--- src/rtl/freq_gate_counter.sv ---
// rtl/freq_gate_counter.sv - gated rising-edge counter for frequency measurement
//
// Counts rising edges of the asynchronous input sig_in over a window of
// GATE_CYCLES clk cycles and latches the saturated count at the end of each
// window. Windows run back to back while enable is high.
//
// Ports:
//   clk          system clock, rising edge
//   rst          synchronous active-high reset
//   enable       1 = measure; 0 = idle, discard the open window, hold result
//   sig_in       asynchronous measured signal
//   count_out    edges in the last completed window, saturated at 2^CNT_W-1
//   overflow     last completed window exceeded 2^CNT_W-1 edges
//   valid        one-cycle pulse when count_out/overflow update
//   gate_active  high while a window is being counted

module freq_gate_counter #(
  parameter int GATE_CYCLES = 50000000,
  parameter int SYNC_STAGES = 2,
  parameter int CNT_W       = 12
) (
  input  logic             clk,
  input  logic             rst,
  input  logic             enable,
  input  logic             sig_in,
  output logic [CNT_W-1:0] count_out,
  output logic             overflow,
  output logic             valid,
  output logic             gate_active
);

  localparam int GATE_W  = (GATE_CYCLES > 1) ? $clog2(GATE_CYCLES) : 1;
  localparam int FLUSH_W = $clog2(SYNC_STAGES + 1);

  localparam logic [GATE_W-1:0]  GATE_LAST  = GATE_W'(GATE_CYCLES - 1);
  localparam logic [FLUSH_W-1:0] FLUSH_LAST = FLUSH_W'(SYNC_STAGES);
  // edge_cnt parks at 2^CNT_W so overflow cannot be lost by wrapping
  localparam logic [CNT_W:0]     EDGE_SAT   = {1'b1, {CNT_W{1'b0}}};
  localparam logic [CNT_W+1:0]   CNT_MAX    = {2'b00, {CNT_W{1'b1}}};

  typedef enum logic {
    ST_FLUSH = 1'b0,
    ST_COUNT = 1'b1
  } state_t;

  state_t               state_q, state_d;
  logic [SYNC_STAGES-1:0] sync_q, sync_d;
  logic                 prev_q, prev_d;
  logic [FLUSH_W-1:0]   flush_cnt_q, flush_cnt_d;
  logic [GATE_W-1:0]    gate_cnt_q, gate_cnt_d;
  logic [CNT_W:0]       edge_cnt_q, edge_cnt_d;
  logic [CNT_W-1:0]     count_out_q, count_out_d;
  logic                 overflow_q, overflow_d;
  logic                 valid_q, valid_d;
  logic                 gate_active_q, gate_active_d;

  logic                 sync_out;
  logic                 rise;
  logic [CNT_W+1:0]     total;

  assign sync_out = sync_q[SYNC_STAGES-1];
  assign rise     = sync_out & ~prev_q;
  // A rise seen in the terminal cycle still belongs to the closing window
  assign total    = {1'b0, edge_cnt_q} + (CNT_W+2)'(rise);

  always_comb begin
    sync_d        = {sync_q[SYNC_STAGES-2:0], sig_in};
    prev_d        = sync_out;
    state_d       = state_q;
    flush_cnt_d   = flush_cnt_q;
    gate_cnt_d    = gate_cnt_q;
    edge_cnt_d    = edge_cnt_q;
    count_out_d   = count_out_q;
    overflow_d    = overflow_q;
    valid_d       = 1'b0;

    if (!enable) begin
      // Dropping enable abandons any open window without touching the result
      state_d     = ST_FLUSH;
      flush_cnt_d = '0;
      gate_cnt_d  = '0;
      edge_cnt_d  = '0;
    end else begin
      case (state_q)
        ST_FLUSH: begin
          // Wait for the synchronizer and edge detector to hold only
          // post-reset samples so no phantom rise opens the window
          gate_cnt_d = '0;
          edge_cnt_d = '0;
          if (flush_cnt_q == FLUSH_LAST) begin
            state_d     = ST_COUNT;
            flush_cnt_d = '0;
          end else begin
            flush_cnt_d = flush_cnt_q + 1'b1;
          end
        end
        ST_COUNT: begin
          if (gate_cnt_q == GATE_LAST) begin
            gate_cnt_d  = '0;
            edge_cnt_d  = '0;
            count_out_d = (total > CNT_MAX) ? {CNT_W{1'b1}} : total[CNT_W-1:0];
            overflow_d  = (total > CNT_MAX);
            valid_d     = 1'b1;
          end else begin
            gate_cnt_d = gate_cnt_q + 1'b1;
            if (rise && (edge_cnt_q != EDGE_SAT)) begin
              edge_cnt_d = edge_cnt_q + 1'b1;
            end
          end
        end
        default: begin
          state_d     = ST_FLUSH;
          flush_cnt_d = '0;
        end
      endcase
    end

    gate_active_d = (state_d == ST_COUNT);
  end

  always_ff @(posedge clk) begin
    if (rst) begin
      state_q       <= ST_FLUSH;
      sync_q        <= '0;
      prev_q        <= 1'b0;
      flush_cnt_q   <= '0;
      gate_cnt_q    <= '0;
      edge_cnt_q    <= '0;
      count_out_q   <= '0;
      overflow_q    <= 1'b0;
      valid_q       <= 1'b0;
      gate_active_q <= 1'b0;
    end else begin
      state_q       <= state_d;
      sync_q        <= sync_d;
      prev_q        <= prev_d;
      flush_cnt_q   <= flush_cnt_d;
      gate_cnt_q    <= gate_cnt_d;
      edge_cnt_q    <= edge_cnt_d;
      count_out_q   <= count_out_d;
      overflow_q    <= overflow_d;
      valid_q       <= valid_d;
      gate_active_q <= gate_active_d;
    end
  end

  assign count_out   = count_out_q;
  assign overflow    = overflow_q;
  assign valid       = valid_q;
  assign gate_active = gate_active_q;

endmodule

--- config.mk ---
export PLATFORM = sky130hd
export DESIGN_NAME = freq_gate_counter
export DESIGN_NICKNAME = d
export VERILOG_FILES = /design/src/rtl/freq_gate_counter.sv
export SDC_FILE = /design/constraint.sdc
export NUM_CORES = 1
export LEC_CHECK = 0
export ABC_AREA = 1
export BUFFER_PORTS_ARGS = -buffer_cell sky130_fd_sc_hd__buf_2
export CAP_MARGIN = 20
export CORE_AREA = 3 3 108 110
export CTS_BUF_LIST = sky130_fd_sc_hd__clkbuf_8
export CTS_CLUSTER_SIZE = 10
export DETAILED_ROUTE_END_ITERATION = 10
export DIE_AREA = 0 0 111 113
export REMOVE_ABC_BUFFERS = 1
export SLEW_MARGIN = 10
export SYNTH_ARGS = -nofsm -noshare
export SYNTH_HDL_FRONTEND = slang
export SYNTH_SLANG_ARGS = --single-unit
export TNS_END_PERCENT = 1
--- constraint.sdc ---
create_clock -name clk -period 2.25 [get_ports clk]
set_input_delay 0.225 -clock clk [delete_from_list [all_inputs] [get_ports clk]]
set_output_delay 0.225 -clock clk [all_outputs]
set_load 0.01 [all_outputs]
Word-level counts from Yosys, hierarchy flattened. Index checks and enable logic that the tools add are counted.

Flip-flop bits (word level): 59. Output and inout port bits: 15. Logic and storage cells: 36.

Reduce and logical (&&, ||, !) cells: 4. Bitwise gates (word level): 4. Muxes and demuxes: 10. Equal/unequal tests: 4. Add/sub/neg operators: 4. Magnitude comparators: 1.

Operators with widths (count): $pmux 26 s2 (1); $add 26x1->26 const B (1); $eq 26x26->1 const B (1); $mux 13 (2); $mux 26 (1); $pmux 13 s2 (1); $add 13x1->14 (1); $gt 14x12->1 const B (1); $add 13x1->13 const B (1); $ne 13x13->1 const B (1); $mux 12 (1); $mux 1 (3); $ne 3x1->1 const B (1); $not 1->1 (3); $reduce_and 3->1 (1); $reduce_or 3->1 (1); $add 2x1->2 const B (1); $eq 2x2->1 const B (1); $mux 2 (1); $reduce_or 2->1 (1); $and 1x1->1 (1); $logic_and 1x1->1 (1).

Depth between registers and ports, before layout.
Depth after elaboration: 6. Depth in mapped cells: 13. Gate-level depth less buffers: 13.

Worst setup path after synthesis. OpenSTA, ideal clock, no wires.

Path type: register to register. From: reg sync_q[1]. To: reg count_out_q[11] (netlist: count_out[11]). Path buffers: 0. Stages on the path, launching flop included: 14. Required time: 2139 ps. Setup time: 111 ps. Period minus slack after synthesis: 1854 ps. Path slack: 396 ps. Arrival time: 1743 ps. Path through: dfxtp_1 -> inv_1 -> nor2_1 -> ha_1 -> ha_1 -> nand3_2 -> nor2_4 -> nand3_1 -> nand2_1 -> nand2_2 -> nor2_4 -> nand2_1 -> nor2_1 -> nor2_1.

Cells in the longest elaborated chain, start to end: 4.

Ends and longest elaborated chain: start: declaration (line 47) `logic [SYNC_STAGES-1:0] sync_q, sync_d;`; start signal: assignment (line 135) `sync_q <= sync_d;`; $and 1x1->1 (*) (line 62) `assign rise = sync_out & ~prev_q;`; $add 13x1->14 (*) (line 64) `assign total = {1'b0, edge_cnt_q} + (CNT_W+2)'(rise);`; $gt 14x12->1 (line 101) `count_out_d = (total > CNT_MAX) ? {CNT_W{1'b1}} : total[CNT_W-1:0];`; $mux 12 (*) (line 101); end signal: assignment (line 140) `count_out_q <= count_out_d;`; end: declaration (line 52) `logic [CNT_W-1:0] count_out_q, count_out_d;`.

Mark *: on every way between the ends. The rest lies on a longest branch, timed or not. A chain may end at the register's enable or synchronous reset.

Final worst setup path.
From: reg sync_q[1]. To: reg count_out_q[7] (netlist: count_out[7]).

The elaborated chain is that of the path after synthesis.

==> metrics.md <==
| Metric | Value |
|---|---|
| Critical path type | reg -> reg |
| RSZ-0062 raised after global routing | no |
| Die X | 111 µm |
| Seq/Total Area, Yosys | 37.0% |
| Max Cap Violations | 0 |
| Share of cells above drive strength 1 | a little under an eighth |
| Cell Rows | 38 |
| Worst-Margin Slew | 0.405 ns |
| First-pass GRT wire length | 11,900 µm |
| TritonCTS Sinks | 59 |
| Hold Path Class | in -> reg |
| Hold Crit Depth | 3 |
| Vias | 2,807 |
| Reg2reg end | count_out[7] |
| Bufs on Longest Clock Path | 2 |
| Post-synth top cells | nand2_1 (108), nor2_1 (94), inv_1 (62) |
| Max_slew headroom | roughly 73% |
| Routability congestion estimate | slightly below 0.9 |
| Final hold violation count | 0 |
| Vias in the first global route | approximately 2,700 |
| CTS root buf | clkbuf_8 |
| Final WL | between 6000 and 7000 µm |
| Syn_area_per_cell | 6.75 µm² |
| Leak | 1.43 nW |
| Reg clk slew, reported paths | roughly 0.060 ns |
| Quantity of gates resized following cts | 0 |
| Post-CTS Setup Bufs | 0 |
| Final critical delay including setup and external delays | 1.89 ns |
| Antenna Violating Nets Remaining | 0 |
| Reg2reg setup slack | roughly 0.36 ns |
| Area grow syn2layout | 13.1% |
| Most frequent cell after synthesis | nand2_1 |
| Worst reg2reg path startpoint | sync_q[1] |
| Post-synth EDFFs | 0 |
| Crit-path max FO | 9 |
| Min-Delay Endpoint | sync_q[0] |
| Asr flop ratio synth | 0% |
| Synthesis-stage register bit count | 59 |
| CP Launch Type | flip-flop |
| Final setup vio count | 0 |
| Critical Path AT | 2.12 ns |
| Yosys warning total | 0 |
| Post-synth top area share | 37.0% |
| Synth unique cells | 30 |
| Area leader, netlist | dfxtp_1 |
| Core Box Area | 10,800 µm² |
| CTS Buf Count | 9 |
| Max Freq | 0.530 GHz |
| Required time worst endpoint | approximately 2.5 ns |
| Top-Level Pins | 19 |
| Mapped cell area | 3190 µm² |
| Nets | 505 |
| Clock latency on the worst-skew pair | about 0.34 ns |
| Routed len/inst | 10.5 µm |
| WHS | 0.0922 ns |
| Power per cell area | about 570 nW/µm² |
| Initial antenna violation count | 0 |
| DRT Pass-1 Iters | 4 |
| Gr usage total | between 10% and 20% |
| Via density | 4.39 |
| Tcrit/Tclk final | 83.8% |
| Synth area leaders | dfxtp_1 (37%), nand2_1 (13%), nor2_1 (11%), inv_1 (7.3%), xor2_1 (5.2%) |
| # fillers | roughly 1,200 |
| Post-CTS Hold Fix Bufs | 0 |
| Clock Skews | between 0.008 and 0.009 ns |
| Worst reg2reg path depth | 13 |
| CTS tree | yes |
| Total global routing overflow | 0 |
| Min-delay src | sig_in |
| Final Max Tran Viols | 0 |
| DRC Markers | 0 |
| Maximum VDD drop | between 0.0003 and 0.0004 V |
| Die ar. | approximately 13,000 µm² |
| Chip Height | 113 µm |
| PortBufs | 18 |
| Antenna Diode Count | 0 |
| Starting Density | roughly 30% |
| Htree depth | 3 |
| Dpl hpwl | between 5000 and 6000 µm |
| Initial DRC Count | between 100 and 150 |
| Pin count of the biggest net entering global routing | 25 |
| Synth Instances | 473 |
| Post-synth top flop | dfxtp_1 |
| CP Capture Type | flip-flop |
| Sum Neg Setup Slack | 0 ns |
| Status | complete, no violations |
## final cells by class
| type | count | area [µm²] | share of cell area, % |
|---|---|---|---|
| Inverter | 65 | 244 | 6.76 |
| Clock buffer | 12 | 165 | 4.58 |
| Clock inverter | 2 | 35.0 | 0.971 |
| Timing Repair Buffer | 21 | 125 | 3.47 |
| Multi-Input combinational cell | 340 | 1680 | 46.7 |
| Tap cell | 140 | 175 | 4.85 |
| Sequential cell | 59 | 1180 | 32.7 |
## registers in the layout, summed over array words and instances (netlist names)
| signal | flops |
|---|---|
| prev_q | 1 |
| gate_active | 1 |
| flush_cnt_q | 2 |
| sync_q | 2 |
| gate_cnt_q | 26 |
| overflow | 1 |
| valid | 1 |
| edge_cnt_q | 13 |
| count_out | 12 |
## per-layer routing
| layer | vias up | global-route usage [%] | wire, µm |
|---|---|---|---|
| met5 | - | 0 | 0 |
| met4 | 0 | 5.01 | 137 |
| li1 | 1517 | - | - |
| met2 | 45 | 18.3 | 2970 |
| met1 | 1235 | 14.6 | 3330 |
| met3 | 10 | 2.78 | 275 |
## power by group
part / switching [W] / total [W] / internal, W
combinational: 0.0000180 / 0.0000269 / 0.00000886
clock: 0.000397 / 0.000985 / 0.000588
sequential: 0.00000277 / 0.00105 / 0.00105
total: 0.000418 / 0.00206 / 0.00165
## layout by cell type (no fill, tap or decap), types with 2 or more instances in the layout
| master | synthesis | layout |
|---|---|---|
| nand2_1 | 108 | 108 |
| nor2_1 | 94 | 94 |
| inv_1 | 62 | 62 |
| dfxtp_1 | 59 | 59 |
| nand3_1 | 29 | 29 |
| a21oi_1 | 26 | 26 |
| xor2_1 | 19 | 19 |
| buf_2 | 3 | 18 |
| nor3_1 | 13 | 13 |
| clkbuf_8 | 0 | 12 |
| nand4_1 | 7 | 7 |
| nor2_2 | 5 | 5 |
| ha_1 | 5 | 5 |
| nand3_2 | 4 | 4 |
| o21ai_0 | 4 | 4 |
| xnor2_1 | 4 | 4 |
| nand2_2 | 3 | 3 |
| nor2_4 | 3 | 3 |
| or2_2 | 3 | 3 |
| a211oi_1 | 3 | 3 |
| inv_2 | 2 | 2 |
| nor3b_1 | 2 | 2 |
| nand3b_1 | 2 | 2 |
| buf_4 | 0 | 2 |
## metrics by stage
stage | power [W] | util (%) | std cells | cell area [µm²] | worst slack (ns)
6_report | 0.00206 | 33.4 | 639 | 3610 | 0.364
5_1_grt | 0.00215 | 33.4 | 639 | 3610 | 0.0653
4_1_cts | 0.00210 | 33.4 | 639 | 3610 | 0.339
3_5_place_dp | 0.00110 | 31.6 | 625 | 3410 | 0.360
3_3_place_gp | 0.00110 | 31.6 | 625 | 3410 | 0.436
2_1_floorplan | 0.00109 | - | 464 | 3110 | 0.382
## cell families after synthesis
group | Yosys count | share of synthesized area [%]
AO/OA/AOI/OAI | 34 | 5.57
XOR/XNOR | 23 | 6.31
adder cells (fa/ha/maj) | 5 | 1.96
buffers and inverters | 74 | 10.2
flip-flops | 59 | 37.0
AND/OR/NAND/NOR | 278 | 38.9
## worst max-delay path by stage
| stage | start | to | slack [ns] | cells past startpoint |
|---|---|---|---|---|
| 3_3_place_gp | sync_q[1] | count_out[4] | 0.44 | 13 |
| 3_5_place_dp | sync_q[1] | count_out[7] | 0.36 | 13 |
| 2_1_floorplan | sync_q[1] | count_out[11] | 0.38 | 13 |
| 4_1_cts | sync_q[1] | count_out[7] | 0.34 | 13 |
| 5_1_grt | sync_q[1] | count_out[7] | 0.07 | 13 |
| 6_report | sync_q[1] | count_out[7] | 0.36 | 13 |
## worst max-delay path, cell delays in order (launching register included)
cell     delay, ns
dfxtp_1       0.31
inv_1         0.04
nor2_1        0.12
ha_1          0.19
ha_1          0.20
nand3_2       0.12
nor2_4        0.15
nand3_1       0.08
nand2_1       0.10
nand2_2       0.07
nor2_4        0.17
nand3_1       0.11
nand2_1       0.08
inv_1         0.04
Power figures use the tool's default switching activity.
